[src/rtl/apb_cmd_master_pkg.sv]
// Shared definitions for apb_cmd_master: FSM state encoding and default widths.
package apb_cmd_master_pkg;

  localparam logic [1:0] ST_IDLE   = 2'd0;
  localparam logic [1:0] ST_SETUP  = 2'd1;
  localparam logic [1:0] ST_ACCESS = 2'd2;
  localparam logic [1:0] ST_RESP   = 2'd3;

  localparam int DEF_DATA_WIDTH     = 8;
  localparam int DEF_ADDR_WIDTH     = 4;
  localparam int DEF_TIMEOUT_CYCLES = 16;

  typedef enum logic [1:0] {
    S_IDLE   = ST_IDLE,
    S_SETUP  = ST_SETUP,
    S_ACCESS = ST_ACCESS,
    S_RESP   = ST_RESP
  } state_e;

endpackage

[src/rtl/apb_cmd_if.sv]
// Command/response stream plus APB requester signals; master = apb_cmd_master side.
interface apb_cmd_if
  import apb_cmd_master_pkg::*;
#(
  parameter int DATA_WIDTH = DEF_DATA_WIDTH,
  parameter int ADDR_WIDTH = DEF_ADDR_WIDTH
);

  logic                  cmd_valid;
  logic                  cmd_ready;
  logic                  cmd_write;
  logic [ADDR_WIDTH-1:0] cmd_addr;
  logic [DATA_WIDTH-1:0] cmd_wdata;
  logic                  rsp_valid;
  logic                  rsp_ready;
  logic [DATA_WIDTH-1:0] rsp_rdata;
  logic                  rsp_err;
  logic                  PSEL;
  logic                  PENABLE;
  logic                  PWRITE;
  logic [ADDR_WIDTH-1:0] PADDR;
  logic [DATA_WIDTH-1:0] PWDATA;
  logic [DATA_WIDTH-1:0] PRDATA;
  logic                  PREADY;
  logic                  PSLVERR;

  modport master (
    input  cmd_valid, cmd_write, cmd_addr, cmd_wdata, rsp_ready, PRDATA, PREADY, PSLVERR,
    output cmd_ready, rsp_valid, rsp_rdata, rsp_err, PSEL, PENABLE, PWRITE, PADDR, PWDATA
  );

  modport slave (
    output cmd_valid, cmd_write, cmd_addr, cmd_wdata, rsp_ready, PRDATA, PREADY, PSLVERR,
    input  cmd_ready, rsp_valid, rsp_rdata, rsp_err, PSEL, PENABLE, PWRITE, PADDR, PWDATA
  );

endinterface

[src/rtl/apb_cmd_master_timeout.sv]
// ACCESS wait counter for apb_cmd_master; expired_o flags the TIMEOUT_CYCLES-th
// consecutive cycle without PREADY. Used only with APB_CMD_MASTER_TIMEOUT_EN.
module apb_cmd_timeout #(
  parameter int TIMEOUT_CYCLES = 16
) (
  input  logic clk,
  input  logic rst_n,
  input  logic clear_i,
  input  logic enable_i,
  output logic expired_o
);

  localparam int CW = $clog2(TIMEOUT_CYCLES + 1);

  logic [CW-1:0] count_q;
  logic [CW-1:0] count_d;

  // Next count: clear on entry to ACCESS, step on each unready ACCESS cycle.
  always_comb begin
    count_d = count_q;
    if (clear_i) begin
      count_d = '0;
    end else if (enable_i) begin
      count_d = count_q + CW'(1);
    end else begin
      count_d = count_q;
    end
  end

  // Counter register.
  always_ff @(posedge clk or negedge rst_n) begin
    if (!rst_n) begin
      count_q <= '0;
    end else begin
      count_q <= count_d;
    end
  end

  // The edge that would bring the count to TIMEOUT_CYCLES is the expiry edge.
  assign expired_o = enable_i && (count_q == CW'(TIMEOUT_CYCLES - 1));

endmodule

[src/rtl/apb_cmd_master.sv]
// APB requester: one valid/ready command becomes one SETUP/ACCESS transfer and one response.
// Optional ACCESS timeout enabled by defining APB_CMD_MASTER_TIMEOUT_EN.
module apb_cmd_master
  import apb_cmd_master_pkg::*;
#(
  parameter int DATA_WIDTH     = DEF_DATA_WIDTH,
  parameter int ADDR_WIDTH     = DEF_ADDR_WIDTH,
  parameter int TIMEOUT_CYCLES = DEF_TIMEOUT_CYCLES
) (
  input logic       PCLK,
  input logic       PRESETn,
  apb_cmd_if.master bus_io
);

  if (TIMEOUT_CYCLES < 2) begin : g_bad_timeout
    $error("TIMEOUT_CYCLES must be at least 2");
  end

  state_e                state_q,   state_d;
  logic                  psel_q,    psel_d;
  logic                  penable_q, penable_d;
  logic                  pwrite_q,  pwrite_d;
  logic [ADDR_WIDTH-1:0] paddr_q,   paddr_d;
  logic [DATA_WIDTH-1:0] pwdata_q,  pwdata_d;
  logic [DATA_WIDTH-1:0] rdata_q,   rdata_d;
  logic                  err_q,     err_d;
  logic                  timeout_s;

`ifdef APB_CMD_MASTER_TIMEOUT_EN
  logic access_wait_s;

  assign access_wait_s = (state_q == S_ACCESS) && !bus_io.PREADY;

  apb_cmd_timeout #(
    .TIMEOUT_CYCLES(TIMEOUT_CYCLES)
  ) u_timeout (
    .clk      (PCLK),
    .rst_n    (PRESETn),
    .clear_i  (state_q == S_SETUP),
    .enable_i (access_wait_s),
    .expired_o(timeout_s)
  );
`else
  assign timeout_s = 1'b0;
`endif

  // Next-state and next-output logic.
  always_comb begin
    state_d  = state_q;
    pwrite_d = pwrite_q;
    paddr_d  = paddr_q;
    pwdata_d = pwdata_q;
    rdata_d  = rdata_q;
    err_d    = err_q;
    case (state_q)
      S_IDLE: begin
        if (bus_io.cmd_valid) begin
          state_d  = S_SETUP;
          pwrite_d = bus_io.cmd_write;
          paddr_d  = bus_io.cmd_addr;
          pwdata_d = bus_io.cmd_wdata;
        end else begin
          state_d = S_IDLE;
        end
      end
      S_SETUP: begin
        state_d = S_ACCESS;
      end
      S_ACCESS: begin
        // PREADY is tested first so a same-edge completion beats the timeout.
        if (bus_io.PREADY) begin
          state_d = S_RESP;
          err_d   = bus_io.PSLVERR;
          rdata_d = (pwrite_q || bus_io.PSLVERR) ? '0 : bus_io.PRDATA;
        end else if (timeout_s) begin
          state_d = S_RESP;
          err_d   = 1'b1;
          rdata_d = '0;
        end else begin
          state_d = S_ACCESS;
        end
      end
      S_RESP: begin
        if (bus_io.rsp_ready) begin
          state_d = S_IDLE;
        end else begin
          state_d = S_RESP;
        end
      end
      default: begin
        state_d = S_IDLE;
      end
    endcase
    psel_d    = (state_d == S_SETUP) || (state_d == S_ACCESS);
    penable_d = (state_d == S_ACCESS);
  end

  // State and output registers.
  always_ff @(posedge PCLK or negedge PRESETn) begin
    if (!PRESETn) begin
      state_q   <= S_IDLE;
      psel_q    <= 1'b0;
      penable_q <= 1'b0;
      pwrite_q  <= 1'b0;
      paddr_q   <= '0;
      pwdata_q  <= '0;
      rdata_q   <= '0;
      err_q     <= 1'b0;
    end else begin
      state_q   <= state_d;
      psel_q    <= psel_d;
      penable_q <= penable_d;
      pwrite_q  <= pwrite_d;
      paddr_q   <= paddr_d;
      pwdata_q  <= pwdata_d;
      rdata_q   <= rdata_d;
      err_q     <= err_d;
    end
  end

  assign bus_io.cmd_ready = (state_q == S_IDLE);
  assign bus_io.rsp_valid = (state_q == S_RESP);
  assign bus_io.rsp_rdata = rdata_q;
  assign bus_io.rsp_err   = err_q;
  assign bus_io.PSEL      = psel_q;
  assign bus_io.PENABLE   = penable_q;
  assign bus_io.PWRITE    = pwrite_q;
  assign bus_io.PADDR     = paddr_q;
  assign bus_io.PWDATA    = pwdata_q;

endmodule

[src/flat_wrapper.sv]
// flat-port wrapper written by rule: the top's interface ports become plain ports
module apb_cmd_master_flat import apb_cmd_master_pkg::*;
#(
  parameter int DATA_WIDTH     = DEF_DATA_WIDTH,
  parameter int ADDR_WIDTH     = DEF_ADDR_WIDTH,
  parameter int TIMEOUT_CYCLES = DEF_TIMEOUT_CYCLES
)
  (PCLK, PRESETn, bus_io_cmd_valid, bus_io_cmd_write, bus_io_cmd_addr, bus_io_cmd_wdata, bus_io_rsp_ready, bus_io_PRDATA, bus_io_PREADY, bus_io_PSLVERR, bus_io_cmd_ready, bus_io_rsp_valid, bus_io_rsp_rdata, bus_io_rsp_err, bus_io_PSEL, bus_io_PENABLE, bus_io_PWRITE, bus_io_PADDR, bus_io_PWDATA);
  apb_cmd_if #(.DATA_WIDTH(DATA_WIDTH), .ADDR_WIDTH(ADDR_WIDTH)) bus_io_i ();
  input logic PCLK;
  input logic PRESETn;
  input wire logic [$bits(bus_io_i.cmd_valid)-1:0] bus_io_cmd_valid;
  input wire logic [$bits(bus_io_i.cmd_write)-1:0] bus_io_cmd_write;
  input wire logic [$bits(bus_io_i.cmd_addr)-1:0] bus_io_cmd_addr;
  input wire logic [$bits(bus_io_i.cmd_wdata)-1:0] bus_io_cmd_wdata;
  input wire logic [$bits(bus_io_i.rsp_ready)-1:0] bus_io_rsp_ready;
  input wire logic [$bits(bus_io_i.PRDATA)-1:0] bus_io_PRDATA;
  input wire logic [$bits(bus_io_i.PREADY)-1:0] bus_io_PREADY;
  input wire logic [$bits(bus_io_i.PSLVERR)-1:0] bus_io_PSLVERR;
  output wire logic [$bits(bus_io_i.cmd_ready)-1:0] bus_io_cmd_ready;
  output wire logic [$bits(bus_io_i.rsp_valid)-1:0] bus_io_rsp_valid;
  output wire logic [$bits(bus_io_i.rsp_rdata)-1:0] bus_io_rsp_rdata;
  output wire logic [$bits(bus_io_i.rsp_err)-1:0] bus_io_rsp_err;
  output wire logic [$bits(bus_io_i.PSEL)-1:0] bus_io_PSEL;
  output wire logic [$bits(bus_io_i.PENABLE)-1:0] bus_io_PENABLE;
  output wire logic [$bits(bus_io_i.PWRITE)-1:0] bus_io_PWRITE;
  output wire logic [$bits(bus_io_i.PADDR)-1:0] bus_io_PADDR;
  output wire logic [$bits(bus_io_i.PWDATA)-1:0] bus_io_PWDATA;
  assign bus_io_i.cmd_valid = bus_io_cmd_valid;
  assign bus_io_i.cmd_write = bus_io_cmd_write;
  assign bus_io_i.cmd_addr = bus_io_cmd_addr;
  assign bus_io_i.cmd_wdata = bus_io_cmd_wdata;
  assign bus_io_i.rsp_ready = bus_io_rsp_ready;
  assign bus_io_i.PRDATA = bus_io_PRDATA;
  assign bus_io_i.PREADY = bus_io_PREADY;
  assign bus_io_i.PSLVERR = bus_io_PSLVERR;
  assign bus_io_cmd_ready = bus_io_i.cmd_ready;
  assign bus_io_rsp_valid = bus_io_i.rsp_valid;
  assign bus_io_rsp_rdata = bus_io_i.rsp_rdata;
  assign bus_io_rsp_err = bus_io_i.rsp_err;
  assign bus_io_PSEL = bus_io_i.PSEL;
  assign bus_io_PENABLE = bus_io_i.PENABLE;
  assign bus_io_PWRITE = bus_io_i.PWRITE;
  assign bus_io_PADDR = bus_io_i.PADDR;
  assign bus_io_PWDATA = bus_io_i.PWDATA;
  apb_cmd_master #(.DATA_WIDTH(DATA_WIDTH), .ADDR_WIDTH(ADDR_WIDTH), .TIMEOUT_CYCLES(TIMEOUT_CYCLES)) u_core (.PCLK(PCLK), .PRESETn(PRESETn), .bus_io(bus_io_i));
endmodule
[config.mk]
export PLATFORM = sky130hd
export DESIGN_NAME = apb_cmd_master_flat
export DESIGN_NICKNAME = d
export VERILOG_FILES = /design/src/rtl/apb_cmd_master_pkg.sv /design/src/rtl/apb_cmd_if.sv /design/src/rtl/apb_cmd_master_timeout.sv /design/src/rtl/apb_cmd_master.sv /design/src/flat_wrapper.sv
export SDC_FILE = /design/constraint.sdc
export NUM_CORES = 1
export LEC_CHECK = 0
export BUFFER_PORTS_ARGS = -buffer_cell sky130_fd_sc_hd__buf_2
export CAP_MARGIN = 20
export CELL_PAD_IN_SITES_DETAIL_PLACEMENT = 0
export CELL_PAD_IN_SITES_GLOBAL_PLACEMENT = 2
export CORE_MARGIN = 5
export CORE_UTILIZATION = 25
export DETAILED_ROUTE_END_ITERATION = 10
export PLACE_DENSITY_LB_ADDON = 0.15
export SLEW_MARGIN = 30
export SYNTH_ARGS = -nofsm -noshare
export SYNTH_HDL_FRONTEND = slang
export SYNTH_SLANG_ARGS = --single-unit
[constraint.sdc]
create_clock -name PCLK -period 2.52 [get_ports PCLK]
set_input_delay 0.126 -clock PCLK [delete_from_list [all_inputs] [get_ports PCLK]]
set_output_delay 0.126 -clock PCLK [all_outputs]
set_load 0.02 [all_outputs]
== Word level (Yosys, flattened, before mapping) ==
Index checks and enable logic that the tools add are counted.

* Memory bits (writable): 0
* Bits of input ports: 27
* Bits in latches: 0
* ROM bits: 0
* Logic and storage cells: 23
* Memories: 0
* Output and inout bits: 26
* Flip-flop bits (word level): 26

* $add $sub $neg: 0
* Equality and inequality tests: 5
* Shift operators: 0
* Divide/modulo/power cells: 0
* $mul: 0
* Mux-type cells: 5
* Reductions and logical operators: 5
* Bitwise gates (word level): 0
* Order comparisons: 0

{| class="wikitable"
|+ Operators by type and width
! cell !! number
|-
| $mux 8 || 1
|-
| $pmux 2 s4 || 1
|-
| $eq 2x2->1 const B || 3
|-
| $eq 2x1->1 const B || 2
|-
| $reduce_and 2->1 || 2
|-
| $logic_not 2->1 || 1
|-
| $logic_or 1x1->1 || 2
|-
| $mux 1 || 2
|-
| $mux 2 || 1
|}

== Depth between registers and ports, before layout ==
* Depth after elaboration: 4
* Depth in mapped cells: 5
* Mapped depth without buffers: 4

== Least setup slack after synthesis ==
Ideal clock, no wire load.

* Path type: register to register
* From: reg u_core.state_q[1]
* To: reg u_core.psel_q, in the netlist u_core.bus_io.PSEL
* Path slack: 1.127 ns
* Required time: 2.407 ns
* Cell stages (with the launch flop): 6
* Path buffers: 1
* Period minus slack after synthesis: 1.393 ns
* Setup time: 0.113 ns
* Arrival time: 1.280 ns
* Cells stage by stage: dfrtp_1 nor3b_4 buf_12 a211oi_1 ha_1 inv_1

* Cells in the longest elaborated chain, start to end: 4
* Elaborated cells between the ends (all ways): 8
* Those cells by class: 5 x eq/ne; 1 x mux; 2 x reduce/logical

{| class="wikitable"
|+ RTL lines
! what !! line !! RTL
|-
| start: declaration || apb_cmd_master.sv:19 || <nowiki>state_e state_q, state_d;</nowiki>
|-
| start signal: assignment || apb_cmd_master.sv:110 || <nowiki>state_q <= state_d;</nowiki>
|-
| $eq 2x2->1 (tied with other cells) || apb_cmd_master.sv:55 || <nowiki>case (state_q)</nowiki>
|-
| $pmux 2 s4 (*) || apb_cmd_master.sv:55 ||
|-
| $eq 2x1->1 / $eq 2x2->1 (equally long branches) || apb_cmd_master.sv:94 || <nowiki>psel_d = (state_d == S_SETUP) || (state_d == S_ACCESS);</nowiki>
|-
| $logic_or 1x1->1 (*) || apb_cmd_master.sv:94 ||
|-
| net u_core.psel_d || apb_cmd_master.sv:20 || <nowiki>logic psel_q, psel_d;</nowiki>
|-
| end signal: assignment || apb_cmd_master.sv:111 || <nowiki>psel_q <= psel_d;</nowiki>
|-
| end: declaration || apb_cmd_master.sv:20 ||
|}

The timed path passes the listed nets; every way through them passes the cells marked *.
A chain may end at the register's enable or synchronous reset.

== Worst setup path after layout ==
* From: reg u_core.state_q[1]
* To: reg u_core.pwdata_q[4], in the netlist u_core.bus_io.PWDATA[4]

* Cells in the longest elaborated chain, start to end: 2

{| class="wikitable"
|+ RTL lines
! what !! line !! RTL
|-
| $logic_not 2->1 || apb_cmd_master.sv:55 ||
|-
| $reduce_and 2->1 (no source line) || n/a ||
|-
| end signal: assignment || apb_cmd_master.sv:115 || <nowiki>pwdata_q <= pwdata_d;</nowiki>
|-
| end: declaration || apb_cmd_master.sv:24 || <nowiki>logic [DATA_WIDTH-1:0] pwdata_q, pwdata_d;</nowiki>
|}

No other way between the ends.

==> metrics.cfg <==
[outcome]
status=finished clean

[synth]
synth_top_area_cell=dfrtp_1
syn_nets=98
synthTopCellsByArea=dfrtp_1 57%, mux2_4 21%, mux2_2 5.9%, nor3b_1 5.3%, buf_12 1.8%
synth_top_area_share_pct=57.1
async_reset_ff_share_pct=100
synthCells=70
yosysWarningCount=0
syn_area_per_cell_um2=16.3
synth_cell_types=16
ys_seq_elements=26
netlist_area_um2=1140
synth_ff_type=dfrtp_1
synth_edf_count=0
yosysMostFrequentCell=dfrtp_1
yosys-top-cells-count=26 x dfrtp_1, 16 x mux2_4, 8 x nor3b_1
seq_area_frac_synth_pct=57.1

[floorplan]
die_area_um2=6010
core_um2=4380
die_y_um=77.5
initial_core_util_pct=26.0
pin_count=53
rows=24
die_x_um=77.5

[worst_setup_path]
critPathRequiredTime_ns=2.68
end_kind=flip-flop
path_max_fanout=13
arrival_ns=1.58
criticalPathCategory=reg2reg
cp-start-kind=flip-flop

[finish]
fin_area_um2=1490
fin_nets=153
antenna_cells=0
areaGrowthSynthToFinish_pct=30.3
drive_gt1_share_pct=66.7
nFillCells=467

[cts]
numClockSinks=26
holdBufCountCts=1
cts_buffers=3
htree_levels=1
cts_tree=done
cts_buffer_depth=2
clk_pin_slew_ns=0.08
clk_latency_ns=0.26
cts_resized=0
cts-root-buf=clkbuf_8
post_cts_buffers=0

[sta]
setup_viol=0
fin_ws_ns=1.09
tns_ns=0
relSlewSlack_pct=60.9
timing.fmax_mhz=702
fin_hold_ws_ns=0.0825
finalHoldViolCount=0
worstMarginPinSlew_ns=0.587
grt_setup_unrepaired=no
skew_ns=0.00603
fin_crit_ns=1.43
period_share_pct=56.6
finalMaxSlewViolations=0

[drt]
drc=0
dr.first_iter.drc_count=30
num_vias=736
wl_per_cell_um=14.2
route.final.wire_length_um=2480
drt-vias-per-instance=4.21
drtAntennaViolNets=0
dr.pass1.iters=2

[global_route]
antenna_found_initial=0
track_usage_pct=8.56
grt_pass1_vias=863
overflow=0
grt_pass1_wl_um=4130
grt_max_degree=27

[power]
p_leak_uw=0.000758
power_density_nw_per_um2=1300
ir_drop_mv=0.405

[min_path]
hp-class=in2reg

[run]
max-cap-violations=0

[place]
dpl_cell_area_um2=1430
dp_hpwl_um=1950
routabilityCongestion=0.668
pre_cts_ws_ns=1.10
port_buffers=52

-- registers in the layout, summed over array words and instances, names as in the netlist --
register and cells:
u_core.bus_io.PWDATA 8, u_core.bus_io.rsp_rdata 8, u_core.bus_io.PADDR 4, u_core.state_q 2, u_core.bus_io.PENABLE 1, u_core.bus_io.PSEL 1
u_core.bus_io.PWRITE 1, u_core.bus_io.rsp_err 1
-- worst max-delay path, stage by stage (launching register included) --
cell and delay, ns:
dfrtp_1 0.43, nor3b_4 0.24, buf_4 0.28, mux2_2 0.36
-- final timing paths --
path                                         start                         end  slack [ns]  depth (start not counted)
min in group asynchronous                  PRESETn  u_core.bus_io.rsp_rdata[4]        0.39                          2
min                               bus_io_rsp_ready           u_core.state_q[1]        0.08                          2
max                              u_core.state_q[1]     u_core.bus_io.PWDATA[4]        1.09                          3
max reg2reg                      u_core.state_q[1]     u_core.bus_io.PWDATA[4]        1.09                          3
min reg2reg                u_core.bus_io.PWDATA[4]     u_core.bus_io.PWDATA[4]        0.51                          1
max in group asynchronous                  PRESETn     u_core.bus_io.PWDATA[0]        1.74                          2
-- per-stage QoR --
stage | util, % | cells | total power [µW]
2_1_floorplan | - | 70 | 1440
6_report | 33.9 | 175 | 1930
3_3_place_gp | 32.7 | 171 | 1730
4_1_cts | 33.9 | 175 | 1980
3_5_place_dp | 32.7 | 171 | 1740
5_1_grt | 33.9 | 175 | 2080
-- layout by cell type (no fill, tap or decap), drive strengths merged --
| cell | instances |
|---|---|
| nor2 | 1 |
| and3b | 1 |
| dfrtp | 26 |
| a21oi | 1 |
| a211oi | 1 |
| dlygate4sd3 | 1 |
| clkbuf | 3 |
| ha | 1 |
| nor3b | 9 |
| a211o | 1 |
| and2 | 1 |
| inv | 2 |
| mux2 | 22 |
| buf | 53 |
-- cell type report --
cell class	instances	area (µm²)	share of cell area [%]
Clock buffer	3	41.3	2.78
Inverter	2	7.51	0.505
Tap cell	52	65.1	4.38
Multi-Input combinational cell	38	443	29.8
Timing Repair Buffer	54	278	18.7
Sequential cell	26	651	43.8
-- power by group --
group / leakage [µW] / switching, µW / internal, µW / total (µW)
registers: 0.000319 / 132 / 628 / 760
logic: 0.000417 / 498 / 450 / 948
clock network: 0.0000216 / 116 / 107 / 223
-- per-layer routing --
metal / wire (µm) / global-route usage, % / vias up
li1: - / - / 353
met3: 294 / 5.44 / 0
met5: 0 / 0 / -
met4: 0 / 1.55 / 0
met1: 1090 / 10.6 / 349
met2: 1090 / 12.8 / 34
-- cells by family (layout without fill, tap and decap cells) --
group / after synthesis / after routing / share of synthesized area (%)
fa+ha+maj: 1 / 1 / 1.10
flops: 26 / 26 / 57.1
buf+inv: 6 / 59 / 4.06
mux: 22 / 22 / 27.0
simple gates: 12 / 12 / 8.78
compound gates: 3 / 3 / 1.98
Power figures use the tool's default switching activity.
